$ cat src/rtl/axi_lite_sram_master.sv
`default_nettype none
// ============================================================================
// Module   : axi_lite_sram_master
// Purpose  : AXI4-Lite slave front end that drives a single-port SRAM as its
//            initiator. Each AXI transaction becomes at most one SRAM access.
//            AXI byte addresses are turned into SRAM word indices. Write
//            responses come from the SRAM resp pulse and are protected by a
//            timeout.
// Ports    : clk/resetn          - clock, asynchronous active-low reset
//            s_aw*/s_w*/s_b*     - AXI4-Lite write address/data/response
//            s_ar*/s_r*          - AXI4-Lite read address/data
//            sram_*              - SRAM initiator port (write_en active low)
// Revision : 1.0 - initial release
// ============================================================================
module axi_lite_sram_master #(
    parameter int DEPTH_LOG2 = 10,
    parameter int TIMEOUT    = 15
) (
    input  logic        clk,
    input  logic        resetn,
    input  logic [31:0] s_awaddr,
    input  logic        s_awvalid,
    output logic        s_awready,
    input  logic [31:0] s_wdata,
    input  logic [3:0]  s_wstrb,
    input  logic        s_wvalid,
    output logic        s_wready,
    output logic [1:0]  s_bresp,
    output logic        s_bvalid,
    input  logic        s_bready,
    input  logic [31:0] s_araddr,
    input  logic        s_arvalid,
    output logic        s_arready,
    output logic [31:0] s_rdata,
    output logic [1:0]  s_rresp,
    output logic        s_rvalid,
    input  logic        s_rready,
    output logic [31:0] sram_address,
    output logic [31:0] sram_w_data,
    output logic        sram_chip_select,
    output logic        sram_write_en,
    input  logic [31:0] sram_r_data,
    input  logic        sram_resp
);

    localparam logic [1:0] RESP_OKAY   = 2'b00;
    localparam logic [1:0] RESP_SLVERR = 2'b10;
    localparam logic [1:0] RESP_DECERR = 2'b11;
    localparam logic [7:0] LAST_WAIT   = 8'(TIMEOUT - 1);

    typedef enum logic [2:0] {
        IDLE     = 3'd0,
        WR_ISSUE = 3'd1,
        WR_WAIT  = 3'd2,
        WR_RESP  = 3'd3,
        RD_ISSUE = 3'd4,
        RD_RESP  = 3'd5
    } state_t;

    state_t      state_q;
    logic        prio_q;        // 0: write wins a tie, 1: read wins a tie
    logic [7:0]  wait_cnt_q;
    logic        cs_q;
    logic        we_n_q;
    logic [31:0] addr_q;
    logic [31:0] wdata_q;
    logic [31:0] rdata_q;
    logic [1:0]  bresp_q;
    logic [1:0]  rresp_q;
    logic        bvalid_q;
    logic        rvalid_q;

    logic w_idle;
    logic w_wr_elig;
    logic w_rd_elig;
    logic w_grant_wr;
    logic w_grant_rd;
    logic w_aw_oor;
    logic w_ar_oor;
    logic w_unused_addr_lsbs;

    // Readys are combinational; gating with resetn keeps them low while the
    // reset is held even though the state register already reads IDLE.
    assign w_idle     = (state_q == IDLE) & resetn;
    assign w_wr_elig  = s_awvalid & s_wvalid;
    assign w_rd_elig  = s_arvalid;
    assign w_grant_wr = w_idle & w_wr_elig & (~w_rd_elig | ~prio_q);
    assign w_grant_rd = w_idle & w_rd_elig & (~w_wr_elig | prio_q);

    // Any set bit above the word-index field means the SRAM is not addressed.
    assign w_aw_oor = |s_awaddr[31:DEPTH_LOG2+2];
    assign w_ar_oor = |s_araddr[31:DEPTH_LOG2+2];

    // Byte-lane bits are deliberately dropped: unaligned accesses act aligned.
    assign w_unused_addr_lsbs = ^{s_awaddr[1:0], s_araddr[1:0]};

    assign s_awready        = w_grant_wr;
    assign s_wready         = w_grant_wr;
    assign s_arready        = w_grant_rd;
    assign s_bresp          = bresp_q;
    assign s_bvalid         = bvalid_q;
    assign s_rdata          = rdata_q;
    assign s_rresp          = rresp_q;
    assign s_rvalid         = rvalid_q;
    assign sram_address     = addr_q;
    assign sram_w_data      = wdata_q;
    assign sram_chip_select = cs_q;
    assign sram_write_en    = we_n_q;

    always_ff @(posedge clk or negedge resetn) begin
        if (!resetn) begin
            state_q    <= IDLE;
            prio_q     <= 1'b0;
            wait_cnt_q <= 8'd0;
            cs_q       <= 1'b0;
            we_n_q     <= 1'b1;
            addr_q     <= 32'd0;
            wdata_q    <= 32'd0;
            rdata_q    <= 32'd0;
            bresp_q    <= RESP_OKAY;
            rresp_q    <= RESP_OKAY;
            bvalid_q   <= 1'b0;
            rvalid_q   <= 1'b0;
        end else begin
            case (state_q)
                IDLE: begin
                    if (w_grant_wr) begin
                        prio_q <= ~prio_q;
                        if (w_aw_oor) begin
                            bresp_q  <= RESP_DECERR;
                            bvalid_q <= 1'b1;
                            state_q  <= WR_RESP;
                        end else if (s_wstrb != 4'hF) begin
                            bresp_q  <= RESP_SLVERR;
                            bvalid_q <= 1'b1;
                            state_q  <= WR_RESP;
                        end else begin
                            addr_q  <= {2'b00, s_awaddr[31:2]};
                            wdata_q <= s_wdata;
                            cs_q    <= 1'b1;
                            we_n_q  <= 1'b0;
                            state_q <= WR_ISSUE;
                        end
                    end else if (w_grant_rd) begin
                        prio_q <= ~prio_q;
                        if (w_ar_oor) begin
                            rresp_q  <= RESP_DECERR;
                            rdata_q  <= 32'd0;
                            rvalid_q <= 1'b1;
                            state_q  <= RD_RESP;
                        end else begin
                            addr_q  <= {2'b00, s_araddr[31:2]};
                            cs_q    <= 1'b1;
                            state_q <= RD_ISSUE;
                        end
                    end
                end
                WR_ISSUE: begin
                    cs_q       <= 1'b0;
                    we_n_q     <= 1'b1;
                    wait_cnt_q <= 8'd0;
                    state_q    <= WR_WAIT;
                end
                WR_WAIT: begin
                    // A resp arriving on the final allowed cycle still wins.
                    if (sram_resp) begin
                        bresp_q  <= RESP_OKAY;
                        bvalid_q <= 1'b1;
                        state_q  <= WR_RESP;
                    end else if (wait_cnt_q == LAST_WAIT) begin
                        bresp_q  <= RESP_SLVERR;
                        bvalid_q <= 1'b1;
                        state_q  <= WR_RESP;
                    end else begin
                        wait_cnt_q <= wait_cnt_q + 8'd1;
                    end
                end
                WR_RESP: begin
                    if (s_bready) begin
                        bvalid_q <= 1'b0;
                        state_q  <= IDLE;
                    end
                end
                RD_ISSUE: begin
                    cs_q     <= 1'b0;
                    rdata_q  <= sram_r_data;
                    rresp_q  <= RESP_OKAY;
                    rvalid_q <= 1'b1;
                    state_q  <= RD_RESP;
                end
                RD_RESP: begin
                    if (s_rready) begin
                        rvalid_q <= 1'b0;
                        state_q  <= IDLE;
                    end
                end
                default: state_q <= IDLE;
            endcase
        end
    end

endmodule
`default_nettype wire
$ cat config.mk
export PLATFORM = sky130hd
export DESIGN_NAME = axi_lite_sram_master
export DESIGN_NICKNAME = d
export VERILOG_FILES = /design/src/rtl/axi_lite_sram_master.sv
export SDC_FILE = /design/constraint.sdc
export NUM_CORES = 1
export LEC_CHECK = 0
export ABC_CLOCK_PERIOD_IN_PS = 2600
export BUFFER_PORTS_ARGS = -buffer_cell sky130_fd_sc_hd__buf_2
export CAP_MARGIN = 20
export CORE_AREA = 2 2 113 115
export DETAILED_ROUTE_END_ITERATION = 6
export DIE_AREA = 0 0 115 117
export GPL_TIMING_DRIVEN = 0
export PLACE_DENSITY = 0.74
export SYNTH_ARGS = -nofsm -noshare
export SYNTH_HDL_FRONTEND = slang
export SYNTH_SLANG_ARGS = --single-unit
$ cat constraint.sdc
create_clock -name clk -period 2.6 [get_ports clk]
set_input_delay 0.13 -clock clk [delete_from_list [all_inputs] [get_ports clk]]
set_output_delay 0.13 -clock clk [all_outputs]
set_load 0.01 [all_outputs]
=== After elaboration in Yosys (flattened, before gate mapping) ===
Cells that the tools add are included.

* Input bits: 140
* Output and inout bits: 107
* Flip-flop bits (word level): 116
* Logic and storage cells: 131

* Mux-type cells: 56
* Reduce and logical (&&, ||, !) cells: 23
* $add $sub $neg: 1
* Bitwise gates (word level): 13
* Eq/ne operators: 26

{| class="wikitable"
|+ Operators by type and width
! operator !! count
|-
| $mux W32 || 8
|-
| $pmux W32 S2 || 1
|-
| $reduce_or A20 Y1 || 2
|-
| $ne A2 B2 Y1 const B || 13
|-
| $mux W1 || 21
|-
| $mux W2 || 10
|-
| $reduce_and A4 Y1 || 5
|-
| $reduce_and A5 Y1 || 4
|-
| $mux W3 || 6
|-
| $pmux W3 S6 || 1
|-
| $mux W8 || 2
|-
| $pmux W8 S2 || 1
|-
| $ne A3 B3 Y1 const B || 5
|-
| $reduce_bool A2 Y1 || 6
|-
| $add A8 B1 Y8 const B || 1
|-
| $eq A8 B4 Y1 const B || 1
|-
| $pmux W2 S2 || 2
|-
| $and A1 B1 Y1 || 6
|-
| $eq A3 B2 Y1 const B || 2
|-
| $eq A3 B3 Y1 const B || 2
|-
| $pmux W1 S3 || 2
|-
| $reduce_bool A3 Y1 || 2
|-
| $not A1 Y1 || 5
|-
| $ne A4 B4 Y1 const B || 1
|-
| other kinds (8) || 10
|}

=== Longest topological paths before layout ===
Gate-level depths: netlist of the first run.

* Depth after elaboration: 7
* Mapped depth: 8
* Gate-level depth less buffers: 7

=== Worst setup path before layout of the first run ===
OpenSTA, ideal clock, no wires.

* Kind: flip-flop to flip-flop
* Start: register state_q[2]
* End: register wdata_q[10] (netlist: sram_w_data[10])
* Arrival: 2.332 ns
* Period minus slack after synthesis: 2.457 ns
* Data required time: 2.475 ns
* Slack: 0.143 ns
* Stages on the path, launching flop included: 8
* Buffers on the path: 3
* Library setup time: 0.125 ns
* Cell sequence: dfrtp_1 -> buf_2 -> or3_4 -> or3b_1 -> buf_2 -> nor4_4 -> buf_4 -> mux2_2

* Cells in the longest elaborated chain, start to end: 5

{| class="wikitable"
|+ Ends and longest elaborated chain
! element !! RTL line !! source
|-
| from (decl) || 60 || <nowiki>state_t state_q;</nowiki>
|-
| from (signal assigned) || 112 || <nowiki>state_q <= IDLE;</nowiki>
|-
| from (signal assigned) || 132 || <nowiki>state_q <= WR_RESP;</nowiki>
|-
| from (signal assigned) || 136 || <nowiki>state_q <= WR_RESP;</nowiki>
|-
| $logic_not A3 Y1 * || 84, 125 ||
|-
| $and A1 B1 Y1 || 84 || <nowiki>assign w_idle = (state_q == IDLE) & resetn;</nowiki>
|-
| $and A1 B1 Y1 (2 in series) || 87 || <nowiki>assign w_grant_wr = w_idle & w_wr_elig & (~w_rd_elig | ~prio_q);</nowiki>
|-
| $reduce_and A4 Y1 (no line) * || - ||
|-
| to (signal assigned) || 139 || <nowiki>wdata_q <= s_wdata;</nowiki>
|-
| to (decl) || 66 || <nowiki>logic [31:0] wdata_q;</nowiki>
|}

Mark *: on every way between the ends. The rest lies on a longest branch, timed or not.
A chain may end at the register's enable or synchronous reset.

=== Final worst setup path of the first run ===
* Start: register state_q[2]
* End: register addr_q[8] (netlist: sram_address[8])

* Cells in the longest elaborated chain, start to end: 6
* Elaborated cells between the ends (all ways): 12
* Those cells by class: 3 x eq/ne; 1 x mux; 5 x bitwise; 3 x reduce/logical

{| class="wikitable"
|+ Ends and longest elaborated chain
! element !! RTL line !! source
|-
| $logic_not A3 Y1 * || 84, 125 ||
|-
| $and A1 B1 Y1 || 84 ||
|-
| $and A1 B1 Y1 (on tied branches) (2 in series) || 87, 88 ||
|-
| $ne A2 B2 Y1 (no line) / $reduce_bool A2 Y1 (equally long branches) || - ||
|-
| $reduce_and A5 Y1 (no line) || - ||
|-
| to (signal assigned) || 138 || <nowiki>addr_q <= {2'b00, s_awaddr[31:2]};</nowiki>
|-
| to (signal assigned) || 152 || <nowiki>addr_q <= {2'b00, s_araddr[31:2]};</nowiki>
|-
| to (decl) || 65 || <nowiki>logic [31:0] addr_q;</nowiki>
|}

Marked as above.

==> metrics.txt, run 1 <==
status finished clean; fin nets 905; Final Cycle Share 94.8%; worst hold path type in2reg; Fillers 960; # Max-Cap Violations 0; RSZ-0062 raised after global routing no; Critical Path Sink Type flop; Fmax 406 MHz; Worst Path Arrival 2760 ps; Routability Congestion 0.901; placed cells 827; die area 0.0135 mm2; Netlist cell types 50; PortBufs 240; leading area contributor after synthesis dfrtp_1; # rows 41; Fin Clk Skew 8.59 ps; Area growth syn-to-layout 55.9%; die height 117 um; CTS Root Cell clkbuf_16; GRT Resource Usage Total 20.4%; DP HPWL 9370 um; Power per Cell Area 840 mW/mm2; worst vdd ir 0.414 mV; H-Tree Depth 4; final setup TNS 0 ps; Area after DPL 0.00631 mm2; # setup viols final 0; Clock Path Buffers 2; CTS Sinks 113; vias in the first global route 4440; Die W 115 um; Tmin final 2460 ps; antenna-violating nets left 0; Post-synth ARST share 100%; XOR/XNOR Fraction of Synth Area 0.896%; Syn Inst Count 435; Seq/Total Area, Yosys 57.9%; Setup Crit Path Kind reg2reg; Wirelength per Cell 14.8 um; first-pass GRT wire length 21300 um; layout cell share with drive strength beyond 1 44.9%; CTS tree yes; hold_ws 80.5 ps; Worst-Skew Late Latency 410 ps; CP startpoint kind flop; prevailing post-synth register cell dfrtp_1; I/O pin cnt 247; DRT iter0 DRCs 237; Max Transition Viols Final 0; Synth Area in Compound Gates 8.99%; Synth Area in Simple Gates 15.7%; post-place setup slack -308 ps; starting density of the core 39.7%; grt total ovfl 0; Num CTS Buffers 17; worst relative slew slack 46.8%; top-area cell type share of the netlist area 57.4%; Inserted Diodes 0; initial antenna violation count 0; final WL 13700 um; post-layout util 61.8%; top cells by area, synth dfrtp_1 (57%), mux2_2 (9.9%), nand2_1 (6.0%), a21oi_1 (4.4%), and2_1 (2.9%); Lkg Pwr 4.07 nW; final hold violation count 0; clk slew on worst S/H paths 50 ps; YS warnings 0; largest net degree at the start of global routing 63; top-count cell post-synth dfrtp_1; worst path required time 2890 ps; via-per-instance ratio 4.86; Mean Syn Cell Area 11.2 um2; final instance area 0.00761 mm2; core outline area 0.0123 mm2; Power, Total 6.40 mW; multiplexer share of the synthesized area 12.7%; Post-Synth Adder-Cell Area 0.512%; worst slew pin tran 792 ps; post-synthesis register bit count 113; final setup margin 136 ps; CP Max Fanout 15; DRT Pass-1 Iters 4; Synth Cell Area 0.00489 mm2; Post-synth EDFFs 0; DRC 0; largest family of logic cells by synthesized area simple AND/OR/NAND/NOR gates; synth cell count leaders dfrtp_1 (112), nand2_1 (78), a21oi_1 (43), mux2_2 (43), and2_1 (23); Finished Layout Cells 925; total number of vias 4498
-- final timing paths --
check / start / end / slack (ps) / cells past startpoint
min in group asynchronous: resetn / wait_cnt_q[1] / 330 / 3
min reg2reg: sram_address[10] / sram_address[10] / 480 / 1
max in group asynchronous: resetn / sram_write_en / 1960 / 3
min: s_araddr[8] / sram_address[6] / 80 / 3
max reg2reg: state_q[2] / sram_address[8] / 140 / 9
max: state_q[2] / sram_address[8] / 140 / 9
-- layer usage --
layer / up-vias / wire length (um) / GRT usage (%)
li1: 2153 / - / -
met1: 2143 / 5520 / 24.2
met2: 167 / 6970 / 34.7
met3: 35 / 915 / 6.39
met4: 0 / 325 / 8.59
met5: - / 0 / 0
-- repair_timing --
| item | in CTS | in global routing |
|---|---|---|
| setup endpoints to repair | 62 | 16 |
| hold buffers | 66 | 0 |
| setup buffers | 2 | 0 |
| resized for setup | 1 | 4 |
| hold endpoints to repair | 115 | 0 |
| pin swaps | 1 | 0 |
-- layout make-up --
class | instances | area (um2) | share of cell area, %
multi-input combinational | 291 | 1900 | 25.0
inverter | 5 | 18.8 | 0.246
clock buffer | 19 | 453 | 5.95
buffer | 26 | 138 | 1.81
timing repair buffer | 309 | 1920 | 25.3
clock inverter | 12 | 160 | 2.10
sequential | 113 | 2830 | 37.2
tap | 150 | 188 | 2.46
-- sequential cells by signal, indices dropped and copies added (netlist names) --
signal and flops:
sram_address 30, s_rvalid 1, wait_cnt_q 8, s_rdata 32
sram_chip_select 1, s_rresp 1, sram_w_data 32, s_bvalid 1
prio_q 1, state_q 3, sram_write_en 1, s_bresp 2
-- power breakdown --
group / internal (mW) / leakage [nW] / switching, mW / total (mW)
clock network: 1.55 / 0.287 / 0.807 / 2.36
registers: 2.06 / 1.51 / 0.192 / 2.26
logic: 0.770 / 2.26 / 1.01 / 1.78
total: 4.39 / 4.07 / 2.01 / 6.40
-- kinds of logic after synthesis --
family | after synthesis
simple gates | 156
compound gates | 74
fa+ha+maj | 2
buf+inv | 32
mux | 52
xor+xnor | 5
other cells | 1
flops | 113
-- cell usage in the layout, fill, tap and decap left out, types with 9 or more instances in the layout --
| master | instances |
|---|---|
| a21oi_1 | 43 |
| and2_1 | 23 |
| buf_2 | 240 |
| buf_4 | 11 |
| clkbuf_1 | 14 |
| clkbuf_16 | 17 |
| dfrtp_1 | 112 |
| dlygate4sd3_1 | 65 |
| mux2_2 | 43 |
| mux2_4 | 9 |
| nand2_1 | 78 |
| nor2_1 | 13 |
| nor4_1 | 13 |
| o21ai_0 | 9 |
-- worst max-delay path, stage by stage, from the launching register on --
cell     delay, ps
dfrtp_1        350
buf_2          170
or3_4          370
or3b_1         350
buf_4          210
nor4_4         130
buf_4          200
a21oi_2         80
buf_6          190
mux2_4         300
Power figures use the tool's default switching activity.
==> run 2: changes to the inputs <==
- ABC_CLOCK_PERIOD_IN_PS: 2600 -> 3000
- CORE_AREA: 2 2 113 115 -> 5 5 106 108
- DIE_AREA: 0 0 115 117 -> 0 0 111 113
- PLACE_DENSITY: 0.74 -> 0.84
- clock period: 2.6 -> 3 ns (I/O delays scaled with it)
==> metrics.txt, run 2 (synthesis gave the netlist of run 1 again) <==
commonest non-fill, non-tap cell in the layout buf_2; Setup Crit Path Kind reg2reg; CP Max Fanout 10 (-5); worst slew pin tran 788 ps (-3.24 ps); final hold violation count 0 (unchanged); Final Cycle Share 96.3% (+1.5 points); starting density of the core 48.2% (+8.5 points); post-layout util 75.5% (+14 points); vias in the first global route 5168 (+16%); Switching Share 31.4% (-0.032 points); final setup TNS 0 ps (unchanged); Worst Path Arrival 3270 ps (+510 ps); internal power 3.85 mW (-12%); r2r setup slk 110 ps (-30 ps); worst hold path type in2reg; met1 usage 28.5% (+4.4 points); worst relative slew slack 47.0% (+0.22 points); Flop pwr share 34.9% (-0.4 points); net switching power 1.76 mW (-12%); Fmax 346 MHz (-15%); Wirelength per Cell 17.4 um (+17%); Inserted Diodes 0 (unchanged); Fin Clk Skew 6.42 ps (-2.17 ps); Worst R2R End sram_address[4]; clk slew on worst S/H paths 60 ps (about the same); worst hold start s_awaddr[3]; Max Transition Viols Final 0 (unchanged); met2 Usage GRT 43.4% (+8.7 points); final WL 15900 um (+16%); initial antenna violation count 0 (unchanged); RSZ-0062 raised after global routing no; DP HPWL 10500 um (+12%); Num CTS Buffers 17 (unchanged); H-Tree Depth 4 (unchanged); DRC 0 (unchanged); DRT iter0 DRCs 284 (+20%); reg2reg start state_q[2]; post-place setup slack 27.5 ps (+335 ps); Critical Path Sink Type flop; footprint of the multi-input gates 0.00190 mm2 (unchanged); Seq. cell area 0.00283 mm2 (unchanged); DRT Pass-1 Iters 6 (+2); die area 0.0125 mm2 (-6.8%); layout cell share with drive strength beyond 1 44.0% (-0.91 points); Lkg Pwr 4.10 nW (+0.71%); busiest layer in global routing met2; Power, Total 5.61 mW (-12%); Routability Congestion 0.926 (+2.7%); Power per Cell Area 733 mW/mm2 (-13%); die height 113 um (-3.4%); CTS Sinks 113 (unchanged); CTS Root Cell clkbuf_8; PortBufs 240 (unchanged); Tmin final 2890 ps (+425 ps); first-pass GRT wire length 25400 um (+19%); Die W 111 um (-3.5%); CTS tree yes; fin nets 911 (+0.66%); # Max-Cap Violations 0 (unchanged); via-per-instance ratio 5.12 (+5.2%); status finished clean; Comb power frac 28.4% (+0.5 points); worst path required time 3380 ps (+490 ps); # rows 37 (-9.8%); share of total power in the clock network 36.6% (-0.3 points); R2R cell count 8 (-1); GRT Resource Usage Total 25.5% (+5.1 points); final setup margin 111 ps (-25.2 ps); # setup viols final 0 (unchanged); most frequent cells in the layout buf_2 (242), dfrtp_1 (112), nand2_1 (78), dlygate4sd3_1 (72); core outline area 0.0101 mm2 (-18%); worst vdd ir 0.525 mV (+27%); antenna-violating nets left 0 (unchanged); postcts setup bufs 0 (-2); Area growth syn-to-layout 56.6%; met3 usage 8.66% (+2.3 points); hold path depth 3 (unchanged); Clock Path Buffers 2 (unchanged); Fillers 637 (-34%); grt total ovfl 0 (unchanged); total number of vias 4696 (+4.4%); I/O pin cnt 247 (unchanged); CP startpoint kind flop; Worst-Skew Late Latency 500 ps (+90 ps); largest net degree at the start of global routing 62 (-1.6%); hold endpoint sram_address[1]
-- run 2: changes by cell type in the layout (fill, tap and decap cells not counted), sizes merged --
cell         previous run  this run
clkinvlp                4         2
dlygate4sd3            65        72
buf                   255       254
clkbuf                 34        36
bufinv                  3         4
-- run 2: metal layers --
metal	part of all wire [%]	routed length (um)
met5	0	0
met1	37	5900
met2	51	8100
met4	4.4	702
met3	7.8	1250
-- run 2: layout make-up --
class / count / share of cell area [%]
inverters: 5 / 0.245
multi-input cells: 291 / 24.9
plain buffers: 27 / 1.82
flip-flops and latches: 113 / 37.0
well taps: 136 / 2.22
clock buffers: 21 / 5.87
repair buffers: 314 / 25.9
clock inverters: 11 / 2.09
-- run 2: power groups by stage --
stage	clock, mW	sequential (mW)	combinational [mW]
2_1_floorplan	0	2.06	0.796
3_3_place_gp	0	1.96	1.41
3_5_place_dp	0	1.97	1.47
4_1_cts	2.08	1.95	1.57
5_1_grt	2.16	1.99	1.76
6_report	2.06	1.96	1.60
-- run 2: metrics by stage --
step                      instance area (um2)  instances  hold slack [ps]
after floorplan                          4890        436             -146
after global placement                   6260        812              383
after detailed placement                 6290        813              256
after CTS                                7650        918            0.337
after global routing                     7650        918             7.27
final                                    7650        918             18.4
-- run 2: worst max path at each step --
| stage | end | cells after the start | slack (ps) | startpoint |
|---|---|---|---|---|
| after floorplan | sram_w_data[10] | 7 | 540 | state_q[2] |
| after detailed placement | sram_w_data[18] | 7 | 30 | resetn |
| final | sram_address[4] | 8 | 110 | state_q[2] |
| after global placement | sram_w_data[16] | 7 | -1260 | resetn |
| after global routing | sram_address[4] | 8 | 40 | state_q[2] |
| after CTS | sram_address[4] | 8 | 60 | state_q[2] |
-- run 2: timing repair --
action	CTS	global route
gates resized for setup	0	2
hold buffers	73	0
hold endpoints to repair	120	0
endpoints found under the setup margin	0	3
-- run 2: critical path, stage by stage, from the launching register on --
cell and delay [ps]:
dfrtp_1 350, buf_2 170, or3_4 370, or3b_1 350, buf_2 180, buf_2 210
mux2_2 300, dlygate4sd3_1 580, mux2_4 270
